[src/rtl/uart_receiver_if.sv]
// Parallel-side bundle of the UART receiver: serial line in, byte/done/error/state out.
// master = the receiver itself, slave = whoever drives the line and consumes the bytes.
interface uart_receiver_if #(
    parameter int NB_BYTE  = 8,
    parameter int NB_STATE = 3
);
    logic                i_rx;
    logic [NB_BYTE-1:0]  o_rx_data;
    logic                o_rx_done;
    logic                o_framing_error;
    logic [NB_STATE-1:0] o_state;

    modport master (
        input  i_rx,
        output o_rx_data,
        output o_rx_done,
        output o_framing_error,
        output o_state
    );

    modport slave (
        output i_rx,
        input  o_rx_data,
        input  o_rx_done,
        input  o_framing_error,
        input  o_state
    );
endinterface

[src/rtl/uart_receiver.sv]
// 8N1 UART receiver, 16x oversampled, byte + 1-cycle done pulse per good frame, bad stop bit flagged.
// Latency: start edge -> done ~ 2 clk + (1.5 + NB_BYTE) bit periods + 1 clk; no backpressure, pulses are unconditional.
module uart_receiver #(
    parameter int NB_BYTE       = 8,
    parameter int CLKS_PER_TICK = 650,
    parameter int OVERSAMPLE    = 16,
    parameter int NB_STATE      = 3
) (
    input  logic            i_clock,
    input  logic            i_reset,
    uart_receiver_if.master rx_if
);
    localparam int TICK_W = (CLKS_PER_TICK > 1) ? $clog2(CLKS_PER_TICK) : 1;
    localparam int S_W    = $clog2(OVERSAMPLE);
    localparam int IDX_W  = (NB_BYTE > 1) ? $clog2(NB_BYTE) : 1;

    localparam logic [TICK_W-1:0] TICK_MAX = TICK_W'(CLKS_PER_TICK - 1);
    localparam logic [S_W-1:0]    S_MID    = S_W'(OVERSAMPLE / 2 - 1);
    localparam logic [S_W-1:0]    S_END    = S_W'(OVERSAMPLE - 1);
    localparam logic [IDX_W-1:0]  IDX_LAST = IDX_W'(NB_BYTE - 1);

    typedef enum logic [2:0] {
        ST_IDLE  = 3'd0,
        ST_START = 3'd1,
        ST_DATA  = 3'd2,
        ST_STOP  = 3'd3,
        ST_BREAK = 3'd4
    } state_e;

    state_e             state_q, state_d;
    logic               rx_meta_q, rx_meta_d;
    logic               rx_s_q, rx_s_d;
    logic [TICK_W-1:0]  tick_cnt_q, tick_cnt_d;
    logic [S_W-1:0]     s_cnt_q, s_cnt_d;
    logic [IDX_W-1:0]   idx_q, idx_d;
    logic [NB_BYTE-1:0] shift_q, shift_d;
    logic [NB_BYTE-1:0] rx_data_q, rx_data_d;
    logic               rx_done_q, rx_done_d;
    logic               ferr_q, ferr_d;

    logic tick;
    logic s_at_mid;
    logic s_at_end;

    always_comb begin
        rx_meta_d = rx_if.i_rx;
        rx_s_d    = rx_meta_q;
        state_d   = state_q;
        idx_d     = idx_q;
        shift_d   = shift_q;
        rx_data_d = rx_data_q;
        rx_done_d = 1'b0;
        ferr_d    = 1'b0;

        tick     = (tick_cnt_q == TICK_MAX);
        s_at_mid = (s_cnt_q == S_MID);
        s_at_end = (s_cnt_q == S_END);

        // Holding the tick counter at zero in IDLE aligns sample phase to the start edge.
        if (state_q == ST_IDLE || tick) begin
            tick_cnt_d = '0;
        end else begin
            tick_cnt_d = tick_cnt_q + 1'b1;
        end

        case (state_q)
            ST_IDLE: begin
                if (!rx_s_q) begin
                    state_d = ST_START;
                end
            end
            ST_START: begin
                if (tick && s_at_mid) begin
                    if (rx_s_q) begin
                        state_d = ST_IDLE;
                    end else begin
                        state_d = ST_DATA;
                        idx_d   = '0;
                    end
                end
            end
            ST_DATA: begin
                if (tick && s_at_end) begin
                    shift_d = {rx_s_q, shift_q[NB_BYTE-1:1]};
                    idx_d   = idx_q + 1'b1;
                    if (idx_q == IDX_LAST) begin
                        state_d = ST_STOP;
                    end
                end
            end
            ST_STOP: begin
                if (tick && s_at_end) begin
                    if (rx_s_q) begin
                        rx_data_d = shift_q;
                        rx_done_d = 1'b1;
                        state_d   = ST_IDLE;
                    end else begin
                        ferr_d  = 1'b1;
                        state_d = ST_BREAK;
                    end
                end
            end
            ST_BREAK: begin
                if (rx_s_q) begin
                    state_d = ST_IDLE;
                end
            end
            default: state_d = ST_IDLE;
        endcase

        if (state_d != state_q) begin
            s_cnt_d = '0;
        end else if (tick) begin
            s_cnt_d = s_at_end ? '0 : s_cnt_q + 1'b1;
        end else begin
            s_cnt_d = s_cnt_q;
        end
    end

    always_ff @(posedge i_clock) begin
        if (i_reset) begin
            state_q    <= ST_IDLE;
            rx_meta_q  <= 1'b1;
            rx_s_q     <= 1'b1;
            tick_cnt_q <= '0;
            s_cnt_q    <= '0;
            idx_q      <= '0;
            shift_q    <= '0;
            rx_data_q  <= '0;
            rx_done_q  <= 1'b0;
            ferr_q     <= 1'b0;
        end else begin
            state_q    <= state_d;
            rx_meta_q  <= rx_meta_d;
            rx_s_q     <= rx_s_d;
            tick_cnt_q <= tick_cnt_d;
            s_cnt_q    <= s_cnt_d;
            idx_q      <= idx_d;
            shift_q    <= shift_d;
            rx_data_q  <= rx_data_d;
            rx_done_q  <= rx_done_d;
            ferr_q     <= ferr_d;
        end
    end

    assign rx_if.o_rx_data       = rx_data_q;
    assign rx_if.o_rx_done       = rx_done_q;
    assign rx_if.o_framing_error = ferr_q;
    assign rx_if.o_state         = NB_STATE'(state_q);
endmodule

[src/flat_wrapper.sv]
// flat-port wrapper written by rule: the top's interface ports become plain ports
module uart_receiver_flat 
#(
    parameter int NB_BYTE       = 8,
    parameter int CLKS_PER_TICK = 650,
    parameter int OVERSAMPLE    = 16,
    parameter int NB_STATE      = 3
)
  (i_clock, i_reset, rx_if_i_rx, rx_if_o_rx_data, rx_if_o_rx_done, rx_if_o_framing_error, rx_if_o_state);
  uart_receiver_if #(.NB_BYTE(NB_BYTE), .NB_STATE(NB_STATE)) rx_if_i ();
  input  logic i_clock;
  input  logic i_reset;
  input wire logic [$bits(rx_if_i.i_rx)-1:0] rx_if_i_rx;
  output wire logic [$bits(rx_if_i.o_rx_data)-1:0] rx_if_o_rx_data;
  output wire logic [$bits(rx_if_i.o_rx_done)-1:0] rx_if_o_rx_done;
  output wire logic [$bits(rx_if_i.o_framing_error)-1:0] rx_if_o_framing_error;
  output wire logic [$bits(rx_if_i.o_state)-1:0] rx_if_o_state;
  assign rx_if_i.i_rx = rx_if_i_rx;
  assign rx_if_o_rx_data = rx_if_i.o_rx_data;
  assign rx_if_o_rx_done = rx_if_i.o_rx_done;
  assign rx_if_o_framing_error = rx_if_i.o_framing_error;
  assign rx_if_o_state = rx_if_i.o_state;
  uart_receiver #(.NB_BYTE(NB_BYTE), .CLKS_PER_TICK(CLKS_PER_TICK), .OVERSAMPLE(OVERSAMPLE), .NB_STATE(NB_STATE)) u_core (.i_clock(i_clock), .i_reset(i_reset), .rx_if(rx_if_i));
endmodule
[config.mk]
export PLATFORM = sky130hd
export DESIGN_NAME = uart_receiver_flat
export DESIGN_NICKNAME = d
export VERILOG_FILES = /design/src/rtl/uart_receiver_if.sv /design/src/rtl/uart_receiver.sv /design/src/flat_wrapper.sv
export SDC_FILE = /design/constraint.sdc
export NUM_CORES = 1
export LEC_CHECK = 0
export CAP_MARGIN = 20
export CORE_MARGIN = 1.5
export CORE_UTILIZATION = 40
export DETAILED_ROUTE_END_ITERATION = 10
export GPL_TIMING_DRIVEN = 0
export HOLD_SLACK_MARGIN = 0.06
export PLACE_DENSITY_LB_ADDON = 0.12
export SLEW_MARGIN = 20
export SYNTH_ARGS = -nofsm -noshare
export SYNTH_HDL_FRONTEND = slang
export SYNTH_SLANG_ARGS = --single-unit
[constraint.sdc]
create_clock -name i_clock -period 2.98 [get_ports i_clock]
set_input_delay 0.447 -clock i_clock [delete_from_list [all_inputs] [get_ports i_clock]]
set_output_delay 0.447 -clock i_clock [all_outputs]
set_load 0.005 [all_outputs]
=== Yosys cells after proc, flatten, opt, wreduce, memory -nomap -nowiden ===
Cells that the tools add are included.

* Bits of input ports: 3
* Memories: 0
* Bits in latches: 0
* Output and inout port bits: 13
* Logic and storage cells: 54
* Bits in read-only memories: 0
* Register bits after elaboration: 40
* RAM bits: 0

* Muxes and demuxes: 16
* Div/mod/pow operators: 0
* Add/subtract/negate cells: 3
* Shift-type cells: 0
* Bitwise operators: 2
* Multipliers: 0
* Reduce and logical (&&, ||, !) cells: 11
* Equality and inequality tests: 12
* $lt $le $gt $ge: 0

{| class="wikitable"
|+ Operator list
! kind !! count
|-
| $mux W3 || 10
|-
| $pmux W3 S5 || 1
|-
| $add A10 B1 Y10 const B || 1
|-
| $eq A10 B10 Y1 const B || 1
|-
| $eq A3 B2 Y1 const B || 2
|-
| $eq A3 B3 Y1 const B || 2
|-
| $pmux W3 S2 || 1
|-
| $add A4 B1 Y4 const B || 1
|-
| $eq A4 B3 Y1 const B || 1
|-
| $eq A4 B4 Y1 const B || 1
|-
| $mux W4 || 1
|-
| $ne A2 B1 Y1 const B || 2
|-
| $reduce_and A4 Y1 || 1
|-
| $reduce_or A2 Y1 || 2
|-
| $add A3 B1 Y3 const B || 1
|-
| $eq A3 B1 Y1 const B || 1
|-
| $logic_not A3 Y1 || 1
|-
| $ne A3 B3 Y1 || 1
|-
| $reduce_and A3 Y1 || 1
|-
| $reduce_or A3 Y1 || 1
|-
| $logic_and A1 B1 Y1 || 2
|-
| $mux W1 || 2
|-
| $mux W2 || 1
|-
| $ne A2 B2 Y1 const B || 1
|-
| other kinds (4) || 5
|}

=== Depth between registers and ports, before layout ===
Gate-level depths: netlist (run 1).

* Word-level depth: 6
* Depth in mapped cells: 8
* Depth with buffers taken out: 6

=== Worst setup path before layout (run 1) ===
Ideal clock, no wire load.

* Path kind: register to register
* From: reg u_core.tick_cnt_q[5]
* To: reg u_core.rx_data_q[0], in the netlist u_core.rx_if.o_rx_data[0]
* Data required time: 2908 ps
* Buffers on the path: 1
* Slack: 796 ps
* Period minus slack after synthesis: 2184 ps
* Cell stages (with the launch flop): 6
* Data arrival time: 2112 ps
* Path through: dfxtp_1 or4b_4 or4_1 buf_2 nor3_4 mux2i_1

* Longest elaborated chain between the ends: 3

{| class="wikitable"
|+ Ends and longest elaborated chain
! element !! line !! text
|-
| start: declaration || uart_receiver.sv:33 || <nowiki>logic [TICK_W-1:0] tick_cnt_q, tick_cnt_d;</nowiki>
|-
| start signal: assignment || uart_receiver.sv:136 || <nowiki>tick_cnt_q <= tick_cnt_d;</nowiki>
|-
| $eq A10 B10 Y1 || uart_receiver.sv:55 || <nowiki>tick = (tick_cnt_q == TICK_MAX);</nowiki>
|-
| $logic_and A1 B1 Y1 || uart_receiver.sv:92 || <nowiki>if (tick && s_at_end) begin</nowiki>
|-
| $reduce_and A3 Y1 (no source line) || -- ||
|-
| end signal: assignment || uart_receiver.sv:140 || <nowiki>rx_data_q <= rx_data_d;</nowiki>
|-
| end: declaration || uart_receiver.sv:37 || <nowiki>logic [NB_BYTE-1:0] rx_data_q, rx_data_d;</nowiki>
|}

Every way passes these cells.
A chain may end at the register's enable or synchronous reset.

=== Worst setup path in the final report (run 1) ===
Same ends and word-level chain as after synthesis.

==> results.md, run 1 <==
- Status: completed
- Max VDD drop: 0.203 mV
- Max FO, Critical Path: 8
- Port Buffer Count: 15
- Multi-input logic area: 991 sq um
- Most frequent cells in the layout: dfxtp_1, nand2b_1, nor2_1, clkdlybuf4s50_1, nand2_1
- Worst slew margin: 57.7%
- Clk sinks: 40
- Drt wl/cell: 12.5 microns
- Syn Area/Cell: 8.95 sq um
- Crit path launch: u_core.tick_cnt_q[5]$_SDFF_PP0_
- DRC errors left: 0
- GR Overflow Total: 0
- Fin nets: 237
- Worst EP required: 3.21 ns
- Core area: 0.00441 sq mm
- Asr flop ratio synth: 0%
- Die Span Y: 71.1 microns
- Setup Viol. Count Final: 0
- Overall Power: 0.951 mW
- First-pass GRT wire length: 6210 microns
- Antenna violations before repair: 0
- Vias per cell: 5.19
- Worst Path Arrival: 2.60 ns
- Setup CP Type: reg -> reg
- Setup repair bufs after CTS: 0
- Hold crit path type: reg -> reg
- Fraction of layout cells with a size suffix above 1: 6.52%
- Max Cap Violations: 0
- Vias: 1464
- Kind of end point of the critical path: flop
- Clock Pin Slew Worst Setup and Hold Paths: 0.08 ns
- Fill count: 442
- Crit share post-route: 79.3%
- Clock Skews: 0.00972 ns
- Critical Path Start Type: flop
- Power per cell area: 439 mW/mm^2
- Tightest Pin Transition: 0.630 ns
- DIE AREA: 0.00505 sq mm
- Largest net degree at the start of global routing: 14
- Diode count: 0
- Number of synthesized register bits: 40
- Hpwl dp: 2500 microns
- Routed WL: 3530 microns
- GP Congestion: 0.789
- Sequential fraction of the synthesis area: 43.2%
- Vias in the first global route: 1330
- Post-Synthesis Cells: 207
- Number of synthesized flops with an enable pin: 0
- Initial DRT Pass Iterations: 4
- Cell variety after synth: 39
- Reg area: 801 sq um
- Clk Latency, worst-skew pair: 0.30 ns
- Post-Syn Nets: 215
- Fin. max-slew vios: 0
- I/O pin count: 16
- Setup_tns: 0 ns
- Final ANT Viol Nets: 0
- Max clock buf depth: 2
- Mapped Area: 0.00185 sq mm
- Most used DFF post-synth: dfxtp_1
- F_max: 423 MHz
- Area Overhead vs Synth: 16.9%
- Initial Util: 42.0%
- Initial drt markers: 61
- Cts-stage hold buffer count: 0
- CTS H-tree lvls: 2
- Rows: 24
- Setup repair after global routing missed its margin: false
- Pleak: 0.676 nW
- GRT Total Usage: 15.4%
- Resized Gates After CTS: 0
- Fin. Hold Viols: 0
- CTS tree: yes
- Final min period: 2.36 ns
- R2r startpoint: u_core.tick_cnt_q[5]$_SDFF_PP0_
- Hold Path Origin: u_core.rx_meta_q$_SDFF_PP1_
- Most common cell after layout, fill and taps aside: dfxtp_1
- Die W: 71.1 microns
- CTS buffer count: 5
- Yosys warning total: 0
- CTS Root Cell: clkbuf_8
[logic make-up (layout without fill, tap and decap cells)]
family | after synthesis | in the layout | share of synthesized area [%]
xor+xnor | 10 | 10 | 4.73
mux | 11 | 11 | 5.94
buf+inv | 16 | 39 | 3.31
fa+ha+maj | 5 | 5 | 3.38
flops | 40 | 40 | 43.2
simple gates | 90 | 90 | 27.3
compound gates | 35 | 35 | 12.1
[sequential cells by signal, indices dropped and copies added, names as in the netlist]
signal / count
u_core.rx_if.o_state: 3
u_core.idx_q: 3
u_core.rx_meta_q: 1
u_core.rx_if.o_rx_done: 1
u_core.rx_if.o_framing_error: 1
u_core.rx_s_q: 1
u_core.s_cnt_q: 4
u_core.rx_if.o_rx_data: 8
u_core.shift_q: 8
u_core.tick_cnt_q: 10
[worst max-delay path, stage by stage (launching register included)]
cell and delay, ns:
dfxtp_1 0.35, or4b_4 0.58, or4_1 0.46, buf_2 0.19, nor3_4 0.49, mux2i_1 0.23
[synthesized netlist by cell type (all sizes together), types with 2 or more instances]
cell | n | area share (%)
a211oi | 4 | 1.6
a21oi | 11 | 3.0
a221oi | 2 | 0.95
a311o | 2 | 1.1
a32oi | 2 | 0.95
and3 | 2 | 0.68
clkbuf | 13 | 2.6
dfxtp | 40 | 43
ha | 5 | 3.4
inv | 2 | 0.41
mux2i | 11 | 5.9
nand2 | 14 | 2.8
nand2b | 20 | 6.8
nand3 | 13 | 3.5
nand4b | 3 | 1.4
nor2 | 15 | 3.0
nor3 | 7 | 2.5
nor4 | 3 | 1.4
o21ai | 9 | 2.4
or2 | 2 | 0.68
or3 | 3 | 1.0
xnor2 | 8 | 3.8
xor2 | 2 | 0.95
[layer usage]
layer	GRT usage [%]	up-vias	wire, microns
met5	0	-	0
met1	21.6	668	1870
li1	-	772	-
met4	7.55	0	55
met2	22.1	20	1500
met3	3.42	4	96
[power breakdown]
group          leakage (nW)  internal (mW)  switching, mW
clock                0.0434          0.187          0.195
sequential            0.323          0.536        0.00208
combinational         0.310         0.0131         0.0169
total                 0.676          0.737          0.214
[layout make-up]
type	instances	share of cell area, %
multi-input cells	151	45.8
flip-flops and latches	40	37.0
repair buffers	15	6.93
clock buffers	6	3.81
well taps	52	3.00
plain buffers	14	2.48
clock inverters	2	0.693
inverters	2	0.347
[worst paths after layout]
path,to,slack [ns],cells past startpoint
max,u_core.rx_if.o_rx_data[0]$_SDFFE_PP0P_,0.62,5
min,u_core.rx_s_q$_SDFF_PP1_,0.41,1
max reg2reg,u_core.rx_if.o_rx_data[0]$_SDFFE_PP0P_,0.62,5
min reg2reg,u_core.rx_s_q$_SDFF_PP1_,0.41,1
[per-stage QoR]
step	hold WS, ns	utilization (%)	cells	setup WS (ns)	instance area (sq um)
after global routing	0.433	49.1	282	0.411	2170
after CTS	0.414	49.1	282	0.601	2170
after detailed placement	0.393	46.9	274	0.617	2070
after global placement	0.393	46.9	274	0.612	2070
after floorplan	0.389	-	207	0.796	1850
final	0.412	49.1	282	0.617	2170
(Power assumes the default switching activity.)
==> run 2, diff against run 1 <==
- clock period: 2.98 -> 2.1 ns (I/O delays scaled with it)
==> run 2 against run 1 <==
Against the previous run: design area increased by 2.7%; register-to-register slack worse by 0.53 ns; global-route usage grew 0.87 points; maximum frequency is 17% higher; critical path depth is the same; cell count up 0.35%; sequential power increased by 42%; via count grew 3.7%; setup slack worse by 0.53 ns; non-clock buffer count up 1; combinational power grew 45%; sequential share of layout area fell by 0.81 points; critical path type unchanged; critical endpoint is now u_core.s_cnt_q[1]$_SDFFE_PP0N_.
==> results.md, run 2 (synthesis gave the netlist of run 1 again) <==
- Max Cap Violations: 0 (unchanged)
- GR Overflow Total: 0 (unchanged)
- Psw: 0.308 mW (was 0.214 mW)
- Fin. max-slew vios: 0 (unchanged)
- Post-placement cell area: 0.00208 sq mm (was 0.00207 sq mm)
- Worst Path Arrival: 2.22 ns (was 2.60 ns)
- Fin area: 0.00222 sq mm (was 0.00217 sq mm)
- Clock Pin Slew Worst Setup and Hold Paths: 0.08 ns (about the same)
- Switch share: 22.8% (was 22.5%)
- Worst slew margin: 67.6% (was 57.7%)
- GRT Total Usage: 16.2% (was 15.4%)
- Die W: 71.1 microns (unchanged)
- Max VDD drop: 0.324 mV (was 0.203 mV)
- Port Buffer Count: 15 (unchanged)
- CTS Root Cell: clkbuf_8 (unchanged)
- I/O pin count: 16 (unchanged)
- Inst Count DP: 274 (unchanged)
- Fill count: 441 (was 442)
- Logic gate share of total power: 3.2% (about the same)
- Post-Place Setup Slack: -0.245 ns (was 0.617 ns)
- CTS buffer count: 5 (unchanged)
- Most common cell after layout, fill and taps aside: dfxtp_1 (unchanged)
- Setup CP Type: reg -> reg (unchanged)
- Fraction of layout cells with a size suffix above 1: 11.3% (was 6.52%)
- Critical Path Start Type: flop (unchanged)
- Crit share post-route: 95.9% (was 79.3%)
- Vias in the first global route: 1406 (was 1330)
- Vias: 1518 (was 1464)
- Final instance count without filler cells: 283 (was 282)
- Clock Skews: 0.0106 ns (was 0.00972 ns)
- DIE AREA: 0.00505 sq mm (unchanged)
- Max clock buf depth: 2 (unchanged)
- Fin nets: 238 (was 237)
- Hold crit path type: reg -> reg (unchanged)
- Power share of the clock group: 40.3% (was 40.2%)
- Initial Util: 42.0% (unchanged)
- Final WS setup: 0.0869 ns (was 0.617 ns)
- Routed WL: 3790 microns (was 3530 microns)
- Drt wl/cell: 13.4 microns (was 12.5 microns)
- Final ANT Viol Nets: 0 (unchanged)
- First-pass GRT wire length: 6540 microns (was 6210 microns)
- Initial drt markers: 65 (was 61)
- Diode count: 0 (unchanged)
- Initial DRT Pass Iterations: 4 (unchanged)
- Final min period: 2.01 ns (was 2.36 ns)
- Pleak: 0.703 nW (was 0.676 nW)
- Biggest register: u_core.tick_cnt_q (unchanged)
- Setup Viol. Count Final: 0 (unchanged)
- Tightest Pin Transition: 0.487 ns (was 0.630 ns)
- Hpwl dp: 2630 microns (was 2500 microns)
- Fin. Hold Viols: 0 (unchanged)
- Seq pwr share: 56.5% (was 56.6%)
- Core area: 0.00441 sq mm (unchanged)
- GP Congestion: 0.757 (was 0.789)
- Die Span Y: 71.1 microns (unchanged)
- Cell Int Power: 1.05 mW (was 0.737 mW)
- Area Overhead vs Synth: 20.1% (was 16.9%)
- Status: completed (unchanged)
- Setup_tns: 0 ns (unchanged)
- CTS tree: yes (unchanged)
- Largest net degree at the start of global routing: 14 (unchanged)
- Vias per cell: 5.36 (was 5.19)
- DRC errors left: 0 (unchanged)
- Max FO, Critical Path: 10 (was 8)
- Power per cell area: 608 mW/mm^2 (was 439 mW/mm^2)
- Antenna violations before repair: 0 (unchanged)
- Largest register FFs: 10 (unchanged)
- Rows: 24 (unchanged)
- Clk Latency, worst-skew pair: 0.30 ns (about the same)
- Worst EP required: 2.30 ns (was 3.21 ns)
- F_max: 497 MHz (was 423 MHz)
- Clk sinks: 40 (unchanged)
- Setup repair after global routing missed its margin: false (unchanged)
- Most frequent cells in the layout: dfxtp_1, nand2b_1, nor2_1, clkdlybuf4s50_1, nand2_1 (unchanged)
- CTS H-tree lvls: 2 (unchanged)
- Kind of end point of the critical path: flop (unchanged)
## run 2: final timing paths
check | start | to | slack [ns] | depth (start not counted)
max | u_core.tick_cnt_q[4]$_SDFF_PP0_ | u_core.s_cnt_q[1]$_SDFFE_PP0N_ | 0.09 | 5
min reg2reg | u_core.rx_meta_q$_SDFF_PP1_ | u_core.rx_s_q$_SDFF_PP1_ | 0.42 | 1
min | u_core.rx_meta_q$_SDFF_PP1_ | u_core.rx_s_q$_SDFF_PP1_ | 0.42 | 1
max reg2reg | u_core.tick_cnt_q[4]$_SDFF_PP0_ | u_core.s_cnt_q[1]$_SDFFE_PP0N_ | 0.09 | 5
## run 2: power groups by stage
stage	Clock, mW	Sequential, mW	Combinational, mW
3_3_place_gp	0	0.782	0.0434
5_1_grt	0.586	0.765	0.0486
2_1_floorplan	0	0.781	0.0278
6_report	0.546	0.764	0.0434
4_1_cts	0.565	0.764	0.0432
3_5_place_dp	0	0.782	0.0433
## run 2: per-stage QoR
step	utilization (%)	hold WS, ns	total power [mW]
3_3_place_gp	47.1	0.394	0.825
6_report	50.4	0.418	1.35
3_5_place_dp	47.1	0.404	0.826
4_1_cts	50.2	0.425	1.37
5_1_grt	50.4	0.452	1.40
2_1_floorplan	-	0.389	0.809
## run 2: per-layer routing
| layer | part of all wire, % | global-route usage, % | wire, microns |
|---|---|---|---|
| met1 | 49 | 21.5 | 1850 |
| met2 | 46 | 25.5 | 1750 |
| met3 | 3.7 | 3.13 | 140 |
| met4 | 1.2 | 7.55 | 46 |
| met5 | 0 | 0 | 0 |
## run 2: worst max-delay path: stages, from the launching register on
cell	delay (ns)
dfxtp_2	0.33
or4b_4	0.57
nor4_4	0.41
buf_2	0.31
nand2_1	0.08
a221oi_1	0.22
## run 2: area by class of cell
class	count	area, sq um	area share, %
inverter	2	7.51	0.337
sequential	40	805	36.2
timing repair buffer	19	193	8.66
clock buffer	6	82.6	3.71
clock inverter	2	15.0	0.675
buffer	11	46.3	2.08
multi-input combinational	151	1010	45.4
tap	52	65.1	2.92
## run 2: what timing repair did
item,4_1_cts,5_1_grt
hold buffers,0,0
hold endpoints to repair,0,0
buffers inserted,2,2
pin swaps,2,2
setup endpoints to repair,31,21
gates resized for setup,7,5
cloned,0,0
